### config.mk
export PLATFORM = sky130hd
export DESIGN_NAME = control_sequencer_flat
export DESIGN_NICKNAME = d
export VERILOG_FILES = /design/src/rtl/control_sequencer_if.sv /design/src/rtl/control_sequencer.sv /design/src/flat_wrapper.sv
export SDC_FILE = /design/constraint.sdc
export NUM_CORES = 1
export LEC_CHECK = 0
export CELL_PAD_IN_SITES_DETAIL_PLACEMENT = 1
export CELL_PAD_IN_SITES_GLOBAL_PLACEMENT = 2
export CORE_MARGIN = 4
export CORE_UTILIZATION = 28
export CTS_BUF_LIST = sky130_fd_sc_hd__clkbuf_2 sky130_fd_sc_hd__clkbuf_4 sky130_fd_sc_hd__clkbuf_8
export DETAILED_ROUTE_END_ITERATION = 6
export GPL_ROUTABILITY_DRIVEN = 0
export PLACE_DENSITY_LB_ADDON = 0.2
export SETUP_SLACK_MARGIN = 0.15
export SLEW_MARGIN = 20
export SYNTH_ARGS = -nofsm -noshare
export SYNTH_HDL_FRONTEND = slang
export SYNTH_SLANG_ARGS = --single-unit
### constraint.sdc
create_clock -name clock -period 2.6 [get_ports clock]
set_input_delay 0.26 -clock clock [delete_from_list [all_inputs] [get_ports clock]]
set_output_delay 0.26 -clock clock [all_outputs]
set_load 0.05 [all_outputs]
### src/rtl/control_sequencer_if.sv
// Datapath-facing bundle of the control sequencer: instruction/flag in, control word and strobes out.
interface control_sequencer_if #(
  parameter int CW = 23
);
  logic [15:0]   ir;
  logic          z_flag;
  logic [CW-1:0] control;
  logic          dram_we;
  logic          halted;
  logic          illegal;

  modport master (output ir, z_flag, input control, dram_we, halted, illegal);
  modport slave  (input ir, z_flag, output control, dram_we, halted, illegal);
endinterface

### src/rtl/control_sequencer.sv
// Microprogrammed FETCH/INC/DECODE/EXEC/HALT control unit with registered control word outputs.
// Optional CU_SINGLE_STEP_EN adds step_req and an IDLE state gating each instruction fetch.
module control_sequencer #(
  parameter int CW         = 23,
  parameter int OPW        = 8,
  parameter int FETCH_WAIT = 0
) (
  input  logic clock,
  input  logic reset_n,
`ifdef CU_SINGLE_STEP_EN
  input  logic step_req,
`endif
  control_sequencer_if.slave cs
);

`ifdef CU_SINGLE_STEP_EN
  typedef enum logic [2:0] {S_FETCH, S_INC, S_DECODE, S_EXEC, S_HALT, S_IDLE} state_e;
  localparam state_e S_AFTER = S_IDLE;
`else
  typedef enum logic [2:0] {S_FETCH, S_INC, S_DECODE, S_EXEC, S_HALT} state_e;
  localparam state_e S_AFTER = S_FETCH;
`endif

  localparam int B_ALU0 = 8, B_ALU1 = 9, B_RLD = 14, B_ARLD = 15, B_DRLD = 16;
  localparam int B_ACLD = 17, B_PCLD = 18, B_IRLD = 19, B_ASEL = 20, B_ACSRC = 22;

  localparam logic [5:0] BUS_PC = 6'd2, BUS_DR = 6'd3, BUS_R = 6'd4, BUS_AC = 6'd5;
  localparam logic [5:0] BUS_DRAM = 6'd6, BUS_IRAM = 6'd7;

  localparam logic [OPW-1:0] OP_NOP   = OPW'(8'h00);
  localparam logic [OPW-1:0] OP_LDAC  = OPW'(8'h01);
  localparam logic [OPW-1:0] OP_STAC  = OPW'(8'h02);
  localparam logic [OPW-1:0] OP_MVACR = OPW'(8'h03);
  localparam logic [OPW-1:0] OP_MVRAC = OPW'(8'h04);
  localparam logic [OPW-1:0] OP_ADD   = OPW'(8'h05);
  localparam logic [OPW-1:0] OP_SUB   = OPW'(8'h06);
  localparam logic [OPW-1:0] OP_MVACAR= OPW'(8'h07);
  localparam logic [OPW-1:0] OP_JMPZ  = OPW'(8'h08);
  localparam logic [OPW-1:0] OP_JMP   = OPW'(8'h09);
  localparam logic [OPW-1:0] OP_INAC  = OPW'(8'h0A);
  localparam logic [OPW-1:0] OP_HALT  = OPW'(8'hFF);

  localparam logic [1:0] FW = 2'(FETCH_WAIT);

  state_e         r_state, w_nstate;
  logic [1:0]     r_wait,  w_nwait;
  logic           r_step,  w_nstep;
  logic [OPW-1:0] r_op,    w_nop;
  logic           r_boot;

  logic [CW-1:0]  r_control, w_control;
  logic           r_dram_we, w_dram_we;
  logic           r_halted,  w_halted;
  logic           r_illegal, w_illegal_op;

  // r_boot marks the reset slot so the first FETCH word is issued on the first edge out of reset.
  always_ff @(posedge clock) begin
    if (!reset_n) begin
      r_state   <= S_FETCH;
      r_wait    <= 2'd0;
      r_step    <= 1'b0;
      r_op      <= '0;
      r_boot    <= 1'b1;
      r_control <= '0;
      r_dram_we <= 1'b0;
      r_halted  <= 1'b0;
      r_illegal <= 1'b0;
    end else begin
      r_state   <= w_nstate;
      r_wait    <= w_nwait;
      r_step    <= w_nstep;
      r_op      <= w_nop;
      r_boot    <= 1'b0;
      r_control <= w_control;
      r_dram_we <= w_dram_we;
      r_halted  <= w_halted;
      r_illegal <= r_illegal | w_illegal_op;
    end
  end

  always_comb begin
    w_nstate = r_state;
    w_nwait  = r_wait;
    w_nstep  = r_step;
    w_nop    = r_op;
    if (r_boot) begin
      w_nstate = S_AFTER;
      w_nwait  = 2'd0;
    end else begin
      case (r_state)
        S_FETCH: begin
          if (r_wait == FW) w_nstate = S_INC;
          else              w_nwait  = r_wait + 2'd1;
        end
        S_INC:    w_nstate = S_DECODE;
        S_DECODE: begin
          w_nstate = S_EXEC;
          w_nstep  = 1'b0;
          w_nop    = cs.ir[OPW-1:0];
        end
        S_EXEC: begin
          if (r_op == OP_LDAC && !r_step) begin
            w_nstep = 1'b1;
          end else if (r_op == OP_HALT) begin
            w_nstate = S_HALT;
          end else begin
            w_nstate = S_AFTER;
            w_nwait  = 2'd0;
          end
        end
        S_HALT:   w_nstate = S_HALT;
`ifdef CU_SINGLE_STEP_EN
        S_IDLE: begin
          if (step_req) begin
            w_nstate = S_FETCH;
            w_nwait  = 2'd0;
          end
        end
`endif
        default:  w_nstate = S_FETCH;
      endcase
    end
  end

  // Decode the word for the state about to be entered so outputs line up with the state register.
  always_comb begin
    w_control    = '0;
    w_dram_we    = 1'b0;
    w_halted     = 1'b0;
    w_illegal_op = 1'b0;
    case (w_nstate)
      S_FETCH: begin
        w_control[7:2] = BUS_IRAM;
        w_control[B_IRLD] = (w_nwait == FW);
      end
      S_INC: begin
        w_control[B_PCLD] = 1'b1;
        w_control[B_ALU0] = 1'b1;
      end
      S_EXEC: begin
        case (w_nop)
          OP_NOP: ;
          OP_LDAC: begin
            if (!w_nstep) begin
              w_control[B_ASEL] = 1'b1;
              w_control[7:2]    = BUS_DRAM;
              w_control[B_DRLD] = 1'b1;
            end else begin
              w_control[7:2]    = BUS_DR;
              w_control[B_ACLD] = 1'b1;
            end
          end
          OP_STAC: begin
            w_control[7:2]    = BUS_AC;
            w_control[B_ASEL] = 1'b1;
            w_dram_we         = 1'b1;
          end
          OP_MVACR: begin
            w_control[7:2]   = BUS_AC;
            w_control[B_RLD] = 1'b1;
          end
          OP_MVRAC: begin
            w_control[7:2]    = BUS_R;
            w_control[B_ACLD] = 1'b1;
          end
          OP_ADD, OP_SUB: begin
            w_control[7:2]     = BUS_R;
            w_control[9:8]     = (w_nop == OP_ADD) ? 2'b01 : 2'b10;
            w_control[B_ACLD]  = 1'b1;
            w_control[B_ACSRC] = 1'b1;
          end
          OP_MVACAR: begin
            w_control[7:2]    = BUS_AC;
            w_control[B_ARLD] = 1'b1;
          end
          OP_JMPZ, OP_JMP: begin
            if (w_nop == OP_JMP || cs.z_flag) begin
              w_control[7:2]    = BUS_R;
              w_control[B_PCLD] = 1'b1;
            end
          end
          OP_INAC: begin
            w_control[B_ALU1]  = 1'b1;
            w_control[B_ALU0]  = 1'b1;
            w_control[B_ACLD]  = 1'b1;
            w_control[B_ACSRC] = 1'b1;
          end
          OP_HALT: ;
          default: w_illegal_op = 1'b1;
        endcase
      end
      S_HALT:  w_halted = 1'b1;
      default: ;
    endcase
  end

  assign cs.control = r_control;
  assign cs.dram_we = r_dram_we;
  assign cs.halted  = r_halted;
  assign cs.illegal = r_illegal;

  logic w_unused;
  assign w_unused = ^{cs.ir[15:OPW], BUS_PC};

endmodule

### src/flat_wrapper.sv
// flat-port wrapper written by rule: the top's interface ports become plain ports
module control_sequencer_flat 
#(
  parameter int CW         = 23,
  parameter int OPW        = 8,
  parameter int FETCH_WAIT = 0
)
  (clock, reset_n, cs_ir, cs_z_flag, cs_control, cs_dram_we, cs_halted, cs_illegal);
  control_sequencer_if #(.CW(CW)) cs_i ();
  input  logic clock;
  input  logic reset_n;
  input wire logic [$bits(cs_i.ir)-1:0] cs_ir;
  input wire logic [$bits(cs_i.z_flag)-1:0] cs_z_flag;
  output wire logic [$bits(cs_i.control)-1:0] cs_control;
  output wire logic [$bits(cs_i.dram_we)-1:0] cs_dram_we;
  output wire logic [$bits(cs_i.halted)-1:0] cs_halted;
  output wire logic [$bits(cs_i.illegal)-1:0] cs_illegal;
  assign cs_i.ir = cs_ir;
  assign cs_i.z_flag = cs_z_flag;
  assign cs_control = cs_i.control;
  assign cs_dram_we = cs_i.dram_we;
  assign cs_halted = cs_i.halted;
  assign cs_illegal = cs_i.illegal;
  control_sequencer #(.CW(CW), .OPW(OPW), .FETCH_WAIT(FETCH_WAIT)) u_core (.clock(clock), .reset_n(reset_n), .cs(cs_i));
endmodule
==> results of run 1 <==
-- sequential cells by signal, summed over array words and instances, names as in the netlist --
| name | flops |
|---|---|
| u_core.cs.dram_we | 1 |
| u_core.cs.illegal | 1 |
| u_core.cs.halted | 1 |
| u_core.r_state | 3 |
| u_core.r_step | 1 |
| u_core.cs.control | 13 |
| u_core.r_wait | 2 |
| u_core.r_op | 8 |
| u_core.r_boot | 1 |
-- layout make-up --
cell class / instances / area [um^2]
clock buffers: 6 / 82.58
inverters: 8 / 30.03
fillers: 686 / 3517
repair buffers: 32 / 305.3
multi-input cells: 138 / 859.6
clock inverters: 2 / 35.03
well taps: 72 / 90.09
flip-flops and latches: 31 / 620.6
-- Yosys cell counts (2+ instances only) --
library cell | n | area [um^2]
a211o_1 | 2 | 17.52
a21oi_1 | 14 | 70.07
a311oi_1 | 2 | 17.52
a31oi_1 | 3 | 18.77
and2_1 | 2 | 12.51
buf_4 | 12 | 90.09
buf_6 | 2 | 22.52
clkbuf_1 | 4 | 15.01
dfxtp_1 | 31 | 620.6
ha_1 | 2 | 25.02
inv_1 | 8 | 30.03
mux2i_1 | 3 | 30.03
nand2_1 | 24 | 90.09
nand3_1 | 3 | 15.01
nand4_1 | 3 | 18.77
nor2_1 | 15 | 56.30
nor2b_1 | 4 | 25.02
nor3_1 | 9 | 45.04
nor3b_1 | 3 | 22.52
nor3b_2 | 2 | 25.02
nor4_1 | 2 | 12.51
o211a_1 | 2 | 20.02
o21a_1 | 2 | 15.01
o21ai_0 | 2 | 10.01
o21bai_1 | 3 | 22.52
o31ai_1 | 2 | 15.01
or3_4 | 2 | 22.52
or4_1 | 2 | 15.01
-- where the power goes --
part	internal, mW	switching [mW]
registers	0.485	0.0109
clock network	0.310	0.184
logic	0.0456	0.0975
-- worst min path at each step --
stage	to	startpoint	slack [ps]	depth (start not counted)
3_5_place_dp	u_core.cs.illegal	u_core.cs.illegal	470	2
5_1_grt	u_core.cs.illegal	u_core.cs.illegal	500	2
3_3_place_gp	u_core.cs.illegal	u_core.cs.illegal	440	2
2_1_floorplan	u_core.cs.illegal	reset_n	370	2
6_report	u_core.cs.illegal	u_core.cs.illegal	480	2
4_1_cts	u_core.cs.illegal	u_core.cs.illegal	490	2
-- per-layer routing --
metal,GRT usage,vias up
met2,0.2451,40
met4,0.04825,0
met1,0.1757,713
met5,0,-
met3,0.03060,6
li1,-,704
-- logic make-up (layout without fill, tap and decap cells) --
kind of cell             count (synthesis)  in the layout
other                                    1             10
adder cells (fa/ha/maj)                  2              2
flip-flops                              31             31
AO/OA/AOI/OAI                           42             42
multiplexers                             3              3
buffers and inverters                   27             48
AND/OR/NAND/NOR                         81             81
-- worst max-delay path: stages (launching register included) --
cell       delay (ps)
dfxtp_1           330
or4_1             600
nor3b_2           300
a2111oi_0         180
o31ai_2           430
o221ai_1          210
-- through the flow --
step | util | cells | cell area (um^2) | total power [mW] | worst slack (ps)
6_report | 0.3652 | 289 | 2023 | 1.133 | 392.5
5_1_grt | 0.3652 | 289 | 2023 | 1.182 | 215.3
4_1_cts | 0.3652 | 289 | 2023 | 1.149 | 336.6
3_5_place_dp | 0.3439 | 281 | 1906 | 0.6495 | 301.4
3_3_place_gp | 0.3439 | 281 | 1906 | 0.6461 | 339.1
2_1_floorplan | - | 196 | 1643 | 0.6125 | 721.2
==> flow_metrics.env, run 1 <==
export IMPL_drv_max_cap_violation_count=0
export IMPL_mostFrequentLayoutCells="31 x dfxtp_1, 26 x clkdlybuf4s50_1, 24 x nand2_1"
export IMPL_drt_pass1_iterations=4
export IMPL_timing_critical_path_from_type="flop"
export IMPL_final_min_period_over_clock_period=0.8490
export IMPL_slew_violations=0
export IMPL_hold_class="reg2reg"
export IMPL_routed_wire_length_on_met3_um=192
export IMPL_crit_start="u_core.r_op[4]"
export IMPL_cts_root_buf="clkbuf_8"
export IMPL_grt_pass1_vias=1588
export IMPL_power_ir_vdd_worst_mv=0.2770
export IMPL_postCtsSetupRepairBufs=0
export IMPL_synthXorXnorAreaFrac=0
export IMPL_dr_first_iter_drc_count=63
export IMPL_groute_usage_overall=0.1427
export IMPL_syn_area_per_cell_um2=8.605
export IMPL_path_max_fanout=4
export IMPL_holdWs_ps=477.4
export IMPL_finClkSkew_ps=7.953
export IMPL_worst_r2r_startpoint="u_core.r_op[4]"
export IMPL_synth_compound_gate_area_share=0.1843
export IMPL_rsz_0062_raised_after_global_routing="false"
export IMPL_timing_final_setup_violations=0
export IMPL_wl_per_instance_um=16.19
export IMPL_worstMarginPinSlew_ps=556.2
export IMPL_yosysSeqAreaShare=0.3857
export IMPL_synth_enable_flop_cells=0
export IMPL_dominant_combinational_cell_family_by_area_after_synthesis="simple AND/OR/NAND/NOR gates"
export IMPL_detailroute_wirelength_met2_um=2327
export IMPL_antenna_violating_nets_post_route=0
export IMPL_fin_crit_ps=2207
export IMPL_timing_critical_path_to="u_core.cs.control[4]"
export IMPL_status="finished clean"
export IMPL_wirelength_um=4680
export IMPL_tritoncts="done"
export IMPL_clkTransAtPathRegs_ps=60
export IMPL_grt_first_pass_wirelength_um=7935
export IMPL_layout_drive_gt1_share=0.1152
export IMPL_required_ps=2730
export IMPL_global_route_overflow_total=0
export IMPL_sink_count_of_the_clock_tree=31
export IMPL_postSynthCellCount=187
export IMPL_synthAdderAreaFrac=0.01555
export IMPL_number_of_nets_in_the_layout=237
export IMPL_report_final_hold_viol_count=0
export IMPL_remaining_drc_errors=0
export IMPL_synth_simple_area_share=0.2924
export IMPL_ctsResizeCount=0
export IMPL_htree_num_levels=2
export IMPL_grt_antenna_before_repair=0
export IMPL_floorplan_initialDensity=0.2904
export IMPL_layout_commonest_cell="dfxtp_1"
export IMPL_synth_cell_area_um2=1609
export IMPL_io_pin_count=45
export IMPL_p_leak_nw=0.7058
export IMPL_setup_tns_final_ps=0
export IMPL_ys_ff_latch=31
export IMPL_placeableCoreArea_um2=5540
export IMPL_hold_buf_cts=0
export IMPL_grt_start_max_net_pins=19
export IMPL_route_top_layer_used="met4"
export IMPL_fp_dieW_um=83.81
export IMPL_slew_headroom=0.6196
export IMPL_fmax_ghz=0.4530
export IMPL_synth_mux_area_frac=0.01866
export IMPL_number_of_buffers_inserted_by_port_buffering=26
export IMPL_chipHeight_um=83.81
export IMPL_r2r_setup_slk_ps=390
export IMPL_yosysWarningCount=0
export IMPL_criticalPathCategory="reg2reg"
export IMPL_power_per_standard_cell_area_nw_per_um2=560.2
export IMPL_layout_area_overhead_vs_synth_pct=25.74
export IMPL_antenna_cells=0
export IMPL_synth_ff_type="dfxtp_1"
export IMPL_vias=1463
export IMPL_synth_async_reset_ratio=0
export IMPL_die_area_um2=7023
export IMPL_worst_r2r_endpoint="u_core.cs.control[4]"
export IMPL_synth_distinct_cells=50
export IMPL_rr_worst_depth=5
export IMPL_avgViaCountPerCell=5.062
export IMPL_detailedPlacementHpwl_um=3571
export IMPL_cts_buffers=5
export IMPL_cts_path_max_buffers=2
export IMPL_clock_insertion_delay_worst_skew_ps=280
export IMPL_route_layer_met1_wl_um=2103
export IMPL_cp_end_kind="flop"
export IMPL_placementRows=27
export IMPL_cp_data_arrival_time_ps=2330
Note: power is estimated with default switching activity, not from simulation.
==> run 2: changes to the inputs <==
--- a/config.mk
+++ b/config.mk
@@ -8,7 +8,7 @@
 export CELL_PAD_IN_SITES_DETAIL_PLACEMENT = 1
 export CELL_PAD_IN_SITES_GLOBAL_PLACEMENT = 2
 export CORE_MARGIN = 4
-export CORE_UTILIZATION = 28
+export CORE_UTILIZATION = 26
 export CTS_BUF_LIST = sky130_fd_sc_hd__clkbuf_2 sky130_fd_sc_hd__clkbuf_4 sky130_fd_sc_hd__clkbuf_8
 export DETAILED_ROUTE_END_ITERATION = 6
 export GPL_ROUTABILITY_DRIVEN = 0
==> constraint.sdc (replaced) <==
create_clock -name clock -period 1.8 [get_ports clock]
set_input_delay 0.18 -clock clock [delete_from_list [all_inputs] [get_ports clock]]
set_output_delay 0.18 -clock clock [all_outputs]
set_load 0.05 [all_outputs]
==> run 2 against run 1 <==
Effect of this change:
- critical path depth up 2
- largest power group unchanged
- highest routed layer unchanged
- sequential share of layout area down 7.1 points
- final cell count up 21%
- critical endpoint is now u_core.cs.control[2]
- the flow now finishes with violations (negative setup slack)
==> flow_metrics.env, run 2 (synthesis gave the netlist of run 1 again) <==
export IMPL_clock_insertion_delay_worst_skew_ps=280
export IMPL_clock_power_share=0.382
export IMPL_chipHeight_um=86.67
export IMPL_timing_critical_path_from_type="flop"
export IMPL_wirelength_um=5811
export IMPL_crit_path_cell_chain="or4_4 > nor3b_4 > a2111oi_2 > o31ai_2 > buf_4 > buf_6 > o41ai_2"
export IMPL_antenna_cells=0
export IMPL_number_of_nets_in_the_layout=294
export IMPL_number_of_buffers_inserted_by_port_buffering=26
export IMPL_slew_violations=0
export IMPL_holdWs_ps=301.4
export IMPL_layout_drive_gt1_share=0.4489
export IMPL_remaining_drc_errors=0
export IMPL_power_ir_vdd_worst_mv=0.3754
export IMPL_cp_end_kind="flop"
export IMPL_fin_crit_ps=1956
export IMPL_io_pin_count=45
export IMPL_dr_first_iter_drc_count=72
export IMPL_grt_first_pass_wirelength_um=9066
export IMPL_status="complete, but fails checks"
export IMPL_sink_count_of_the_clock_tree=31
export IMPL_seq_power_share=0.437
export IMPL_layout_commonest_cell="buf_4"
export IMPL_final_min_period_over_clock_period=1.087
export IMPL_grt_antenna_before_repair=0
export IMPL_global_route_overflow_total=0
export IMPL_power_per_standard_cell_area_nw_per_um2=601.3
export IMPL_place_ws_ps=-348.0
export IMPL_wl_per_instance_um=16.65
export IMPL_min_setup_slack_post_route_ps=-155.8
export IMPL_path_max_fanout=4
export IMPL_timing_final_setup_violations=12
export IMPL_worstMarginPinSlew_ps=534.2
export IMPL_slew_headroom=0.6428
export IMPL_htree_num_levels=2
export IMPL_critical_path_slowest_cell="or4_4"
export IMPL_report_final_hold_viol_count=0
export IMPL_power_switching_share=0.2821
export IMPL_p_leak_nw=1.033
export IMPL_placeableCoreArea_um2=5956
export IMPL_finClkSkew_ps=4.855
export IMPL_placementRows=28
export IMPL_floorplan_initialDensity=0.2702
export IMPL_p_int_mw=1.168
export IMPL_criticalPathCategory="reg2reg"
export IMPL_antenna_violating_nets_post_route=0
export IMPL_netSwitchingPower_uw=458.8
export IMPL_grt_pass1_vias=1776
export IMPL_vias=1670
export IMPL_timing_hold_worst_path_depth=4
export IMPL_drv_max_cap_violation_count=0
export IMPL_cts_root_buf="clkbuf_8"
export IMPL_layout_area_overhead_vs_synth_pct=68.12
export IMPL_slowest_delay_ps=560
export IMPL_cp_data_arrival_time_ps=2120
export IMPL_rr_worst_depth=7
export IMPL_drt_pass1_iterations=4
export IMPL_detailedPlacementHpwl_um=4239
export IMPL_die_area_um2=7511
export IMPL_fmax_ghz=0.5113
export IMPL_failing_checks="negative setup slack"
export IMPL_mostFrequentLayoutCells="53 x buf_4, 24 x nand2_1, 23 x clkdlybuf4s50_1"
export IMPL_number_of_instances_in_the_placed_design=329
export IMPL_grt_start_max_net_pins=12
export IMPL_dpl_cell_area_um2=2252
export IMPL_cts_buffers=5
export IMPL_groute_usage_overall=0.1568
export IMPL_required_ps=1970
export IMPL_cts_path_max_buffers=2
export IMPL_finalInstanceArea_um2=2705
export IMPL_tritoncts="done"
export IMPL_finalPower_mw=1.627
export IMPL_fp_dieW_um=86.67
export IMPL_layoutNonFillerInstCount=349
export IMPL_clkTransAtPathRegs_ps=70
export IMPL_hold_class="in2reg"
export IMPL_power_share_combinational=0.182
export IMPL_largest_register_ff_count=13
export IMPL_rsz_0062_raised_after_global_routing="true"
export IMPL_avgViaCountPerCell=4.785
## run 2: final timing paths
kind,start,endpoint,slack [ps]
worst max register to register,u_core.r_op[5],u_core.cs.control[2],-160
worst min register to register,u_core.cs.illegal,u_core.cs.illegal,490
worst max-delay path,u_core.r_op[5],u_core.cs.control[2],-160
worst min-delay path,cs_ir[5],u_core.r_op[5],300
## run 2: layer usage
| metal | part of all wire | global-route usage | up-vias |
|---|---|---|---|
| met3 | 0.034 | 0.03707 | 5 |
| met1 | 0.45 | 0.1983 | 822 |
| met2 | 0.51 | 0.2726 | 26 |
| li1 | - | - | 817 |
| met4 | 0.0098 | 0.02975 | 0 |
| met5 | 0 | 0 | - |
## run 2: per-stage QoR
| step | setup TNS [ps] | util |
|---|---|---|
| 5_1_grt | -2092 | 0.4542 |
| 3_3_place_gp | -3252 | 0.3782 |
| 6_report | -1003 | 0.4542 |
| 3_5_place_dp | -4014 | 0.3782 |
| 4_1_cts | -682.0 | 0.4384 |
| 2_1_floorplan | -305.2 | - |
## run 2: power by group through the flow
stage | combinational (mW) | sequential, mW | clock [mW]
5_1_grt | 0.314 | 0.711 | 0.670
2_1_floorplan | 0.133 | 0.754 | 0
3_3_place_gp | 0.252 | 0.724 | 0
6_report | 0.295 | 0.710 | 0.621
3_5_place_dp | 0.256 | 0.725 | 0
4_1_cts | 0.284 | 0.710 | 0.639
## run 2: area by class of cell
type,instances,area (um^2)
timing repair buffer,88,767.0
clock inverter,1,7.507
inverter,8,30.03
fill,700,3251
sequential,31,636.9
clock buffer,7,96.34
tap,75,93.84
multi-input combinational,139,1074
## run 2: timing repair
| action | CTS | global route |
|---|---|---|
| resized for setup | 46 | 19 |
| endpoints found under the setup margin | 18 | 19 |
| cloned | 1 | 0 |
| hold buffers | 0 | 0 |
| setup buffers | 7 | 4 |
| pin swaps | 18 | 3 |
## run 2: worst max-delay path: cells and delay by family (launching register included)
family / cells / cell delay, ps
compound gates: 3 / 410
buf+inv: 2 / 280
flops: 1 / 340
simple gates: 2 / 810
